File: config.mk
export PLATFORM = sky130hd
export DESIGN_NAME = param_pipe_csla_flat
export DESIGN_NICKNAME = d
export VERILOG_FILES = /design/src/rtl/param_pipe_csla_pkg.sv /design/src/rtl/param_pipe_csla_if.sv /design/src/rtl/param_pipe_csla_seg.sv /design/src/rtl/param_pipe_csla.sv /design/src/flat_wrapper.sv
export SDC_FILE = /design/constraint.sdc
export NUM_CORES = 1
export LEC_CHECK = 0
export ABC_AREA = 1
export BUFFER_PORTS_ARGS = -buffer_cell sky130_fd_sc_hd__buf_4
export CAP_MARGIN = 20
export CELL_PAD_IN_SITES_DETAIL_PLACEMENT = 0
export CELL_PAD_IN_SITES_GLOBAL_PLACEMENT = 1
export CORE_MARGIN = 10
export CORE_UTILIZATION = 38
export CTS_BUF_LIST = sky130_fd_sc_hd__clkbuf_8 sky130_fd_sc_hd__clkbuf_16
export CTS_CLUSTER_DIAMETER = 100
export DETAILED_ROUTE_END_ITERATION = 8
export PLACE_DENSITY = 0.77
export SLEW_MARGIN = 20
export SYNTH_ARGS = -nofsm -noshare
export SYNTH_HDL_FRONTEND = slang
export SYNTH_SLANG_ARGS = --single-unit
File: constraint.sdc
create_clock -name clk -period 1.6 [get_ports clk]
set_input_delay 0.16 -clock clk [delete_from_list [all_inputs] [get_ports clk]]
set_output_delay 0.16 -clock clk [all_outputs]
set_load 0.02 [all_outputs]
File: src/rtl/param_pipe_csla_pkg.sv
// Shared constants for the pipelined carry-select adder.
// Approximation modes and per-segment mode selection.
package param_pipe_csla_pkg;

    localparam int APPROX_EXACT = 0;
    localparam int APPROX_LOA   = 1;

    function automatic int seg_mode(
        input int k,
        input int approx,
        input int approx_blks
    );
        return (k < approx_blks) ? approx : APPROX_EXACT;
    endfunction

endpackage

File: src/rtl/param_pipe_csla_if.sv
// Valid/ready bundle between the adder and its producer/consumer.
// master drives operands and out_ready; slave is the adder.
interface param_pipe_csla_if #(
    parameter int WIDTH = 16
);
    logic             in_valid;
    logic             in_ready;
    logic [WIDTH-1:0] a;
    logic [WIDTH-1:0] b;
    logic             cin;
    logic             out_valid;
    logic             out_ready;
    logic [WIDTH-1:0] sum;
    logic             cout;
    logic             busy;

    modport master (
        output in_valid, a, b, cin, out_ready,
        input  in_ready, out_valid, sum, cout, busy
    );

    modport slave (
        input  in_valid, a, b, cin, out_ready,
        output in_ready, out_valid, sum, cout, busy
    );
endinterface

File: src/rtl/param_pipe_csla_seg.sv
// Ripple adder (exact or lower-part-OR) and the carry-select segment
// that precomputes both carry-in outcomes for one block.
module param_rca
    import param_pipe_csla_pkg::*;
#(
    parameter int W      = 4,
    parameter int APPROX = 0
) (
    input  logic [W-1:0] a,
    input  logic [W-1:0] b,
    input  logic         cin,
    output logic [W-1:0] s,
    output logic         cout
);
    generate
        if (APPROX == APPROX_LOA) begin : g_loa
            // OR replaces addition; carry is guessed from the top bit pair
            always_comb begin
                s    = a | b;
                s[0] = a[0] | b[0] | cin;
                cout = a[W-1] & b[W-1];
            end
        end else begin : g_exact
            assign {cout, s} = {1'b0, a} + {1'b0, b} + {{W{1'b0}}, cin};
        end
    endgenerate
endmodule

module csla_seg #(
    parameter int BLK    = 4,
    parameter int APPROX = 0
) (
    input  logic [BLK-1:0] a,
    input  logic [BLK-1:0] b,
    output logic [BLK-1:0] s0,
    output logic           c0,
    output logic [BLK-1:0] s1,
    output logic           c1
);
    param_rca #(.W(BLK), .APPROX(APPROX)) u_rca0 (
        .a(a), .b(b), .cin(1'b0), .s(s0), .cout(c0)
    );

    param_rca #(.W(BLK), .APPROX(APPROX)) u_rca1 (
        .a(a), .b(b), .cin(1'b1), .s(s1), .cout(c1)
    );
endmodule

File: src/rtl/param_pipe_csla.sv
// Two-stage carry-select adder: S1 registers per-segment sum/carry pairs,
// S2 resolves the select chain and registers sum/cout.
module param_pipe_csla
    import param_pipe_csla_pkg::*;
#(
    parameter int WIDTH       = 16,
    parameter int BLK         = 4,
    parameter int APPROX      = 0,
    parameter int APPROX_BLKS = 0
) (
    input logic               clk,
    input logic               rst,
    param_pipe_csla_if.slave  bus
);
    localparam int NBLK = WIDTH / BLK;

    generate
        if (BLK < 1 || BLK > WIDTH || (WIDTH % BLK) != 0) begin : g_bad_blk
            $error("param_pipe_csla: WIDTH must be a multiple of BLK");
        end
        if (APPROX_BLKS < 0 || APPROX_BLKS > NBLK) begin : g_bad_apx
            $error("param_pipe_csla: APPROX_BLKS out of range");
        end
    endgenerate

    logic [NBLK-1:0][BLK-1:0] s0_d, s1_d, s0_q, s1_q;
    logic [NBLK-1:0]          c0_d, c1_d, c0_q, c1_q;
    logic                     cin_q;
    logic                     s1_valid, out_valid;
    logic                     adv1, adv2;
    logic                     sel;
    logic [WIDTH-1:0]         sum_d, sum_q;
    logic                     cout_d, cout_q;

    for (genvar k = 0; k < NBLK; k++) begin : g_seg
        csla_seg #(
            .BLK   (BLK),
            .APPROX(seg_mode(k, APPROX, APPROX_BLKS))
        ) u_seg (
            .a (bus.a[k*BLK +: BLK]),
            .b (bus.b[k*BLK +: BLK]),
            .s0(s0_d[k]),
            .c0(c0_d[k]),
            .s1(s1_d[k]),
            .c1(c1_d[k])
        );
    end

    assign adv2 = !out_valid || bus.out_ready;
    assign adv1 = !s1_valid || adv2;

    always_ff @(posedge clk or posedge rst) begin
        if (rst) begin
            s1_valid  <= 1'b0;
            out_valid <= 1'b0;
        end else begin
            if (adv1) s1_valid  <= bus.in_valid;
            if (adv2) out_valid <= s1_valid;
        end
    end

    // S1 data needs no reset: it is never observed without s1_valid
    always_ff @(posedge clk) begin
        if (adv1 && bus.in_valid) begin
            s0_q  <= s0_d;
            s1_q  <= s1_d;
            c0_q  <= c0_d;
            c1_q  <= c1_d;
            cin_q <= bus.cin;
        end
    end

    always_comb begin
        sum_d = '0;
        sel   = cin_q;
        for (int k = 0; k < NBLK; k++) begin
            sum_d[k*BLK +: BLK] = sel ? s1_q[k] : s0_q[k];
            sel                 = sel ? c1_q[k] : c0_q[k];
        end
        cout_d = sel;
    end

    always_ff @(posedge clk or posedge rst) begin
        if (rst) begin
            sum_q  <= '0;
            cout_q <= 1'b0;
        end else if (adv2 && s1_valid) begin
            sum_q  <= sum_d;
            cout_q <= cout_d;
        end
    end

    assign bus.in_ready  = adv1;
    assign bus.out_valid = out_valid;
    assign bus.sum       = sum_q;
    assign bus.cout      = cout_q;
    assign bus.busy      = s1_valid || out_valid;
endmodule

File: src/flat_wrapper.sv
// flat-port wrapper written by rule: the top's interface ports become plain ports
module param_pipe_csla_flat import param_pipe_csla_pkg::*;
#(
    parameter int WIDTH       = 16,
    parameter int BLK         = 4,
    parameter int APPROX      = 0,
    parameter int APPROX_BLKS = 0
)
  (clk, rst, bus_in_valid, bus_a, bus_b, bus_cin, bus_out_ready, bus_in_ready, bus_out_valid, bus_sum, bus_cout, bus_busy);
  param_pipe_csla_if #(.WIDTH(WIDTH)) bus_i ();
  input logic clk;
  input logic rst;
  input wire logic [$bits(bus_i.in_valid)-1:0] bus_in_valid;
  input wire logic [$bits(bus_i.a)-1:0] bus_a;
  input wire logic [$bits(bus_i.b)-1:0] bus_b;
  input wire logic [$bits(bus_i.cin)-1:0] bus_cin;
  input wire logic [$bits(bus_i.out_ready)-1:0] bus_out_ready;
  output wire logic [$bits(bus_i.in_ready)-1:0] bus_in_ready;
  output wire logic [$bits(bus_i.out_valid)-1:0] bus_out_valid;
  output wire logic [$bits(bus_i.sum)-1:0] bus_sum;
  output wire logic [$bits(bus_i.cout)-1:0] bus_cout;
  output wire logic [$bits(bus_i.busy)-1:0] bus_busy;
  assign bus_i.in_valid = bus_in_valid;
  assign bus_i.a = bus_a;
  assign bus_i.b = bus_b;
  assign bus_i.cin = bus_cin;
  assign bus_i.out_ready = bus_out_ready;
  assign bus_in_ready = bus_i.in_ready;
  assign bus_out_valid = bus_i.out_valid;
  assign bus_sum = bus_i.sum;
  assign bus_cout = bus_i.cout;
  assign bus_busy = bus_i.busy;
  param_pipe_csla #(.WIDTH(WIDTH), .BLK(BLK), .APPROX(APPROX), .APPROX_BLKS(APPROX_BLKS)) u_core (.clk(clk), .rst(rst), .bus(bus_i));
endmodule
# After elaboration in Yosys (flattened, before gate mapping)
# Index checks and enable logic that the tools add are counted.
# op_classes
add_sub_neg	8
mul	0
div_mod_pow	0
order_cmp	0
eq_ne	0
shifts	0
muxes	8
bitwise_logic	0
n_reduce_logical	7
# op_table
operator	n
adder 4 x 4 -> 5 bit	4
adder 5 x 1 -> 5 bit (second input constant)	4
two-way mux 4 bit	4
two-way mux 1 bit	4
logical OR 1 bit	3
logical AND 1 bit	2
zero test 1 bit	2
# word_totals
ff_bits	60
latch_bits	0
ram_bits	0
mem_bits_ro	0
out_inout_bits	20
n_memories	0

# Depth between registers and ports, before layout
# Gate-level depths: netlist of run 1.
# logic_depth
ltp_word	4
mapped_depth	10

# By module
# A second synthesis of run 1 with hierarchy kept.
# unflattened
cells_unflattened	380
area_unflattened_um2	3573.4
# by_module_without_submodules
module	n_inst	cells_per_inst	area_each_um2
param_pipe_csla	1	180	2252.2
param_rca (u_core.g_seg[0].u_seg.u_rca0 ...)	6	25	165.2
param_rca (u_core.g_seg[0].u_seg.u_rca1 ...)	2	21	150.1
csla_seg	4	2	7.5

# Worst setup path before layout of run 1
# No wires, ideal clock.
# synth_timing
path_kind	reg2reg
start	register u_core.out_valid (netlist: u_core.bus.out_valid)
end	register u_core.c0_q[0], enable pin
arrival_ps	1652
slack_ps	-448
stages_incl_launch_ff	4
n_path_buf	0
period_less_slack_ps	2048
cell_sequence	dfrtp_1 -> nand3_1 -> nand2_1 -> inv_1
# synth_via
elab_chain_len	4
# synth_lines
element	line_no	text
from (decl)	param_pipe_csla.sv:29	logic s1_valid, out_valid;
from (signal assigned)	param_pipe_csla.sv:58	if (adv2) out_valid <= s1_valid;
zero test 1 bit	param_pipe_csla.sv:49	assign adv2 = !out_valid || bus.out_ready;
logical OR 1 bit	param_pipe_csla.sv:49	
logical OR 1 bit	param_pipe_csla.sv:50	assign adv1 = !s1_valid || adv2;
net bus_in_ready	flat_wrapper.sv:18	output wire logic [$bits(bus_i.in_ready)-1:0] bus_in_ready;
logical AND 1 bit	param_pipe_csla.sv:64	if (adv1 && bus.in_valid) begin
to (signal assigned)	param_pipe_csla.sv:67	c0_q <= c0_d;
to (decl)	param_pipe_csla.sv:27	logic [NBLK-1:0] c0_d, c1_d, c0_q, c1_q;
# The timed path passes the listed nets, and every way through them passes these cells.
# A chain may end at the register's enable or synchronous reset.

# Worst setup path after layout of run 1
# layout_timing
start	input bus_b[8]
end	register u_core.c1_q[2], data pin
# layout_via
elab_chain_len	2
# layout_lines
element	line_no	text
from (decl)	flat_wrapper.sv:15	input wire logic [$bits(bus_i.b)-1:0] bus_b;
adder 4 x 4 -> 5 bit	--	
net u_core.g_seg[2].u_seg.s0[1]	param_pipe_csla_seg.sv:35	output logic [BLK-1:0] s0,
adder 5 x 1 -> 5 bit	param_pipe_csla_seg.sv:24	assign {cout, s} = {1'b0, a} + {1'b0, b} + {{W{1'b0}}, cin};
net u_core.g_seg[2].u_seg.c1	param_pipe_csla_seg.sv:38	output logic c1
to (signal assigned)	param_pipe_csla.sv:68	c1_q <= c1_d;
to (decl)	param_pipe_csla.sv:27	
# The timed path passes the listed nets, and every way through them passes these cells.

==> run_results.csv, run 1 <==
group,metric,value,unit
synth,yosysWarnings,0,
detailed_routing,avgViaCountPerCell,4.49,
detailed_routing,ant_nets,0,
global_route,grt_max_degree,34,
sta,hold_violations,0,
critical_path,start_kind,"input port",
synth,yosys.area.top_type,"edfxtp_1",
critical_path,path_class,"in2reg",
floorplan,die_area,12000,sq um
clock_network,clockBufferDepth,2,
sta,worst_slew_pin_slew,0.514,ns
flow_run,drv_cap,0,
detailed_routing,route.met3.wl,370,um
power,p_leak,1.88,nW
hold_path,worstHoldStart,"bus_in_valid",
cells_and_area,antenna_cells,0,
floorplan,pin_count,57,
floorplan,coreArea,7770,sq um
run_status,status,"finished clean",
detailed_routing,wl_per_cell,11.3,um
cells_and_area,nNetsFinal,437,
detailed_routing,initialDrtViolationCount,38,
clock_network,clockRootBuffer,"clkbuf_8",
placed_design,hpwl,4400,um
cells_and_area,fillers,749,
global_route,grt_pass1_wl,9180,um
placed_design,place.gp.congestion,0.723,
critical_path,worstReg2RegEnd,"u_core.bus.sum[14]$_DFFE_PP0P_",
synth,syn_area,3050,sq um
hold_path,min_path_cells,3,
critical_path,r2r_start,"u_core.cin_q$_DFFE_PP_",
sta,layout_setup_ws,0.105,ns
detailed_routing,vias,2171,
critical_path,cp.required,1.69,ns
detailed_routing,drt_wl_total,5430,um
floorplan,die_y,110,um
global_route,grt.overflow.total,0,
detailed_routing,drc,0,
detailed_routing,wl_met2,2750,um
clock_network,insertion_delay,0.33,ns
cells_and_area,layout_common_cells,"buf_4, inv_1, nand2_1",
sta,final.min_clock_period,1.50,ns
sta,relSlewSlack,0.657,
floorplan,die_w,110,um
synth,ys_types,24,
critical_path,end_kind,"flop",
synth,syn_nets,363,
global_route,grt_pass1_vias,2259,
sta,skew,0.00723,ns
sta,finalSetupViolations,0,
floorplan,initial_core_util,0.392,
sta,holdWs,0.0560,ns
critical_path,path_max_fanout,3,
cells_and_area,syn2layout_area_growth,27.9,%
synth,ys_seq_area_frac,0.560,
hold_path,min_to,"u_core.s1_valid$_DFFE_PP0N_",
detailed_routing,wl_met1,2240,um
cells_and_area,multi_input_area,1150,sq um
placed_design,portBuffers,56,
clock_network,clk_pin_slew,0.06,ns
global_route,grt_antenna_before_repair,0,
critical_path,ff2ff_setup_slack,0.19,ns
clock_network,cts_tree,"done",
hold_path,min_path_type,"in2reg",
synth,synth_cells,302,
cells_and_area,drive_gt1_frac,0.260,
global_route,grt_use_total,0.0958,
clock_network,cts_htree_levels,3,
sta,finalMaxSlewViolations,0,
synth,yosys_register_bits,60,
placed_design,post-place-ws,-0.214,ns
sta,min_period_over_period,0.935,
power,power.total,4.73,mW
cells_and_area,layout_commonest_cell,"buf_4",
sta,max_freq,669,MHz
detailed_routing,dr.max_layer_used,"met4",
clock_network,cts_buffers,9,
synth,synth_area_leaders,"edfxtp_1, dfrtp_1, ha_1",
critical_path,cp.arrival,1.59,ns
cells_and_area,seq_area,1710,sq um
clock_network,cts_sinks,60,
floorplan,rows,32,
synth,synth_area_per_cell,10.1,sq um
power,p_per_area,1210,nW/um^2
detailed_routing,dr.pass1.iters,4,
critical_path,rr_worst_depth,8,
power,ir_drop,415,uV
synth,netlist.area_leader.share,0.404,
-- repair_timing --
action	4_1_cts	5_1_grt
endpoints found under the hold margin	12	0
setup endpoints to repair	0	1
buffers inserted	0	1
hold buffers	2	0
gates resized for setup	0	2
-- registers in the layout, indices dropped and copies added, names as in the netlist --
name,cells
u_core.c1_q,4
u_core.bus.out_valid,1
u_core.cin_q,1
u_core.c0_q,4
u_core.bus.cout,1
u_core.s1_q,16
u_core.s0_q,16
u_core.bus.sum,16
u_core.s1_valid,1
-- metrics by stage --
| stage | setup TNS, ns | utilization | std cells | instance area (sq um) |
|---|---|---|---|---|
| floorplan | -1.22 | - | 302 | 3090 |
| CTS | 0 | 0.500 | 482 | 3890 |
| global placement | -1.20 | 0.474 | 464 | 3680 |
| detailed placement | -1.47 | 0.474 | 464 | 3680 |
| finish | 0 | 0.502 | 483 | 3900 |
| global route | -0.0102 | 0.502 | 483 | 3900 |
-- area by class of cell --
type / count / share of cell area
sequential: 60 / 0.438
inverter: 55 / 0.0539
clock buffer: 9 / 0.0318
timing repair buffer: 66 / 0.132
multi-input combinational: 184 / 0.296
clock inverter: 7 / 0.0154
tap: 102 / 0.0328
-- routing by layer --
| metal | global-route usage | up-vias |
|---|---|---|
| met5 | 0 | - |
| met4 | 0.0400 | 0 |
| met3 | 0.0374 | 9 |
| met2 | 0.170 | 43 |
| met1 | 0.0984 | 985 |
| li1 | - | 1134 |
-- synth_stat cells --
master    count
fa_1          4
inv_2         1
nand3_2       3
nor2_1       25
or2_2         1
nand2_1      54
nand3_1      27
o21ai_0      12
clkbuf_1      1
a31oi_1       4
buf_4         1
buf_2         1
edfxtp_1     41
nand2_2       3
nor3_1        3
a21oi_1       8
xor2_1       11
nand2_4       1
xnor2_1       1
dfrtp_1      19
inv_1        54
o21bai_1      3
ha_1         20
o21ai_1       4
-- kinds of logic (layout without fill, tap and decap cells) --
| logic type | Yosys count | after routing | synth area share |
|---|---|---|---|
| simple gates | 117 | 117 | 0.168 |
| flops | 60 | 60 | 0.560 |
| buf+inv | 58 | 137 | 0.0731 |
| compound gates | 31 | 31 | 0.0551 |
| fa+ha+maj | 24 | 24 | 0.108 |
| xor+xnor | 12 | 12 | 0.0345 |
-- power breakdown --
group	internal, mW	switching, mW	total, mW
clock network	0.698	0.542	1.24
registers	2.02	0.135	2.16
logic	0.561	0.767	1.33
-- critical path, stage by stage --
cell and delay, ns:
buf_4 0.11, ha_1 0.20, inv_1 0.07, fa_1 0.43, inv_2 0.07, ha_2 0.18, inv_1 0.05, nor2_2 0.14
nand2_1 0.07, nand2_1 0.05, nand2_1 0.04
-- worst max path at each step --
stage / start / to / slack, ns / cells past startpoint
after floorplan: u_core.bus.out_valid$_DFFE_PP0P_ / u_core.c0_q[0]$_DFFE_PP_ / -0.03 / 3
after global placement: bus_b[8] / u_core.c1_q[2]$_DFFE_PP_ / -0.20 / 11
after detailed placement: bus_b[8] / u_core.c1_q[2]$_DFFE_PP_ / -0.21 / 11
after CTS: bus_b[8] / u_core.c1_q[2]$_DFFE_PP_ / 0.14 / 11
after global routing: bus_b[8] / u_core.c1_q[2]$_DFFE_PP_ / -0.01 / 11
final: bus_b[8] / u_core.c1_q[2]$_DFFE_PP_ / 0.10 / 11
(Power assumes the default switching activity.)
==> inputs of run 2 (changes only) <==
--- a/config.mk
+++ b/config.mk
@@ -10,8 +10,9 @@
 export CAP_MARGIN = 20
 export CELL_PAD_IN_SITES_DETAIL_PLACEMENT = 0
 export CELL_PAD_IN_SITES_GLOBAL_PLACEMENT = 1
+export CORE_ASPECT_RATIO = 1.2
 export CORE_MARGIN = 10
-export CORE_UTILIZATION = 38
+export CORE_UTILIZATION = 40
 export CTS_BUF_LIST = sky130_fd_sc_hd__clkbuf_8 sky130_fd_sc_hd__clkbuf_16
 export CTS_CLUSTER_DIAMETER = 100
 export DETAILED_ROUTE_END_ITERATION = 8
==> constraint.sdc (replaced) <==
create_clock -name clk -period 1.71 [get_ports clk]
set_input_delay 0.171 -clock clk [delete_from_list [all_inputs] [get_ports clk]]
set_output_delay 0.171 -clock clk [all_outputs]
set_load 0.02 [all_outputs]
==> run_results.csv, run 2 (synthesis gave the netlist of run 1 again) <==
group,metric,value,unit
power,seqPwrFrac,0.467,
global_route,grt_use_total,0.0996,
floorplan,die_w,99.7,um
critical_path,cp.required,1.79,ns
clock_network,cts_buffers,9,
power,p_comb_frac,0.288,
global_route,met2_usage,0.190,
detailed_routing,avgViaCountPerCell,4.56,
placed_design,post-place-ws,-0.191,ns
power,power_frac_clock,0.246,
cells_and_area,drive_gt1_frac,0.241,
power,ir_drop,448,uV
sta,worst_slew_pin_slew,0.352,ns
clock_network,cts_htree_levels,3,
global_route,grt_pass1_wl,9290,um
detailed_routing,ant_nets,0,
detailed_routing,wl_per_cell,11.5,um
critical_path,cp.arrival,1.65,ns
cells_and_area,layout_commonest_cell,"buf_4",
cells_and_area,antenna_cells,0,
global_route,use_met1,0.0912,
floorplan,pin_count,57,
critical_path,start_kind,"input port",
sta,min_period_over_period,0.917,
clock_network,insertion_delay,0.32,ns
cells_and_area,syn2layout_area_growth,26.2,%
critical_path,end_kind,"flop",
floorplan,die_area,11500,sq um
run_status,status,"finished clean",
flow_run,drv_cap,0,
cells_and_area,layout_common_cells,"buf_4, inv_1, nand2_1",
power,p_per_area,1120,nW/um^2
sta,finalMaxSlewViolations,0,
sta,max_freq,638,MHz
power,swShare,0.305,
global_route,grt_max_degree,32,
sta,skew,0.00501,ns
global_route,grtUsageMet3,0.0262,
sta,hold_violations,0,
critical_path,path_max_fanout,3,
hold_path,min_path_type,"in2reg",
global_route,busiest_layer,"met2",
placed_design,place.gp.congestion,0.783,
placed_design,hpwl,4390,um
sta,tns,0,ns
sta,rsz0062_at_grt,"false",
global_route,grt_antenna_before_repair,0,
detailed_routing,dr.pass1.iters,4,
sta,finalSetupViolations,0,
placed_design,portBuffers,56,
clock_network,post_cts_buffers,0,
floorplan,coreArea,7320,sq um
global_route,grt_pass1_vias,2240,
floorplan,initial_core_util,0.416,
sta,relSlewSlack,0.765,
power,switching_power,1.32,mW
floorplan,rows,34,
detailed_routing,drc,0,
detailed_routing,vias,2147,
clock_network,clk_pin_slew,0.06,ns
clock_network,cts_sinks,60,
cells_and_area,nNetsFinal,438,
sta,final.min_clock_period,1.57,ns
cells_and_area,fillers,694,
detailed_routing,initialDrtViolationCount,40,
clock_network,clockBufferDepth,2,
clock_network,clockRootBuffer,"clkbuf_8",
floorplan,die_y,116,um
detailed_routing,drt_wl_total,5430,um
critical_path,path_class,"in2reg",
global_route,grt.overflow.total,0,
sta,layout_setup_ws,0.142,ns
clock_network,cts_tree,"done",
power,p_leak,1.88,nW
power,p_int,3.00,mW
cells_and_area,fin_util,0.525,
-- run 2: final timing paths --
kind | endpoint | slack (ns) | start | cells past startpoint
worst max-delay path | u_core.c1_q[3]$_DFFE_PP_ | 0.14 | bus_b[12] | 11
worst min-delay path | u_core.cin_q$_DFFE_PP_ | 0.02 | bus_cin | 1
worst max register to register | u_core.bus.sum[15]$_DFFE_PP0P_ | 0.32 | u_core.cin_q$_DFFE_PP_ | 8
worst min register to register | u_core.bus.sum[5]$_DFFE_PP0P_ | 0.48 | u_core.bus.sum[5]$_DFFE_PP0P_ | 2
max in group asynchronous | u_core.bus.out_valid$_DFFE_PP0P_ | 0.86 | rst | 4
min in group asynchronous | u_core.bus.sum[15]$_DFFE_PP0P_ | 0.35 | rst | 3
-- run 2: metal layers --
layer,vias up,wire length [um]
met5,-,0
met4,0,154
met3,10,275
met2,44,2890
met1,959,2110
li1,1134,-
-- run 2: cell type report --
cell class,count,area (sq um),share of cell area
clock buffer,11,151,0.0394
tap,90,113,0.0293
timing repair buffer,67,518,0.135
inverter,55,210,0.0547
multi-input combinational,184,1130,0.293
clock inverter,4,16.3,0.00423
sequential,60,1710,0.444
-- run 2: timing repair --
item / CTS / global route
endpoints found under the hold margin: 7 / 0
hold buffers: 1 / 0
endpoints found under the setup margin: 0 / 1
resized for setup: 0 / 1
-- run 2: worst max-delay path, stage by stage --
cell and delay [ns]:
buf_4 0.11, ha_1 0.20, inv_1 0.07, fa_1 0.42, inv_1 0.09, ha_1 0.16
inv_1 0.04, nor2_1 0.18, nand2_1 0.08, nand2_1 0.07, nand2_1 0.05
-- run 2: metrics by stage --
step	instance area, sq um	hold slack, ns	cells	total power [mW]
2_1_floorplan	3060	0.122	302	2.79
3_3_place_gp	3660	0.149	455	3.28
3_5_place_dp	3660	0.147	455	3.31
4_1_cts	3840	0.00292	471	4.38
5_1_grt	3840	0.00168	471	4.61
6_report	3840	0.0209	471	4.32
-- run 2: power groups by stage --
stage	Combinational, mW	Clock [mW]	Sequential, mW
after floorplan	0.576	0	2.21
after global placement	1.24	0	2.04
after detailed placement	1.26	0	2.05
after CTS	1.27	1.09	2.02
after global routing	1.40	1.16	2.05
final	1.24	1.06	2.01
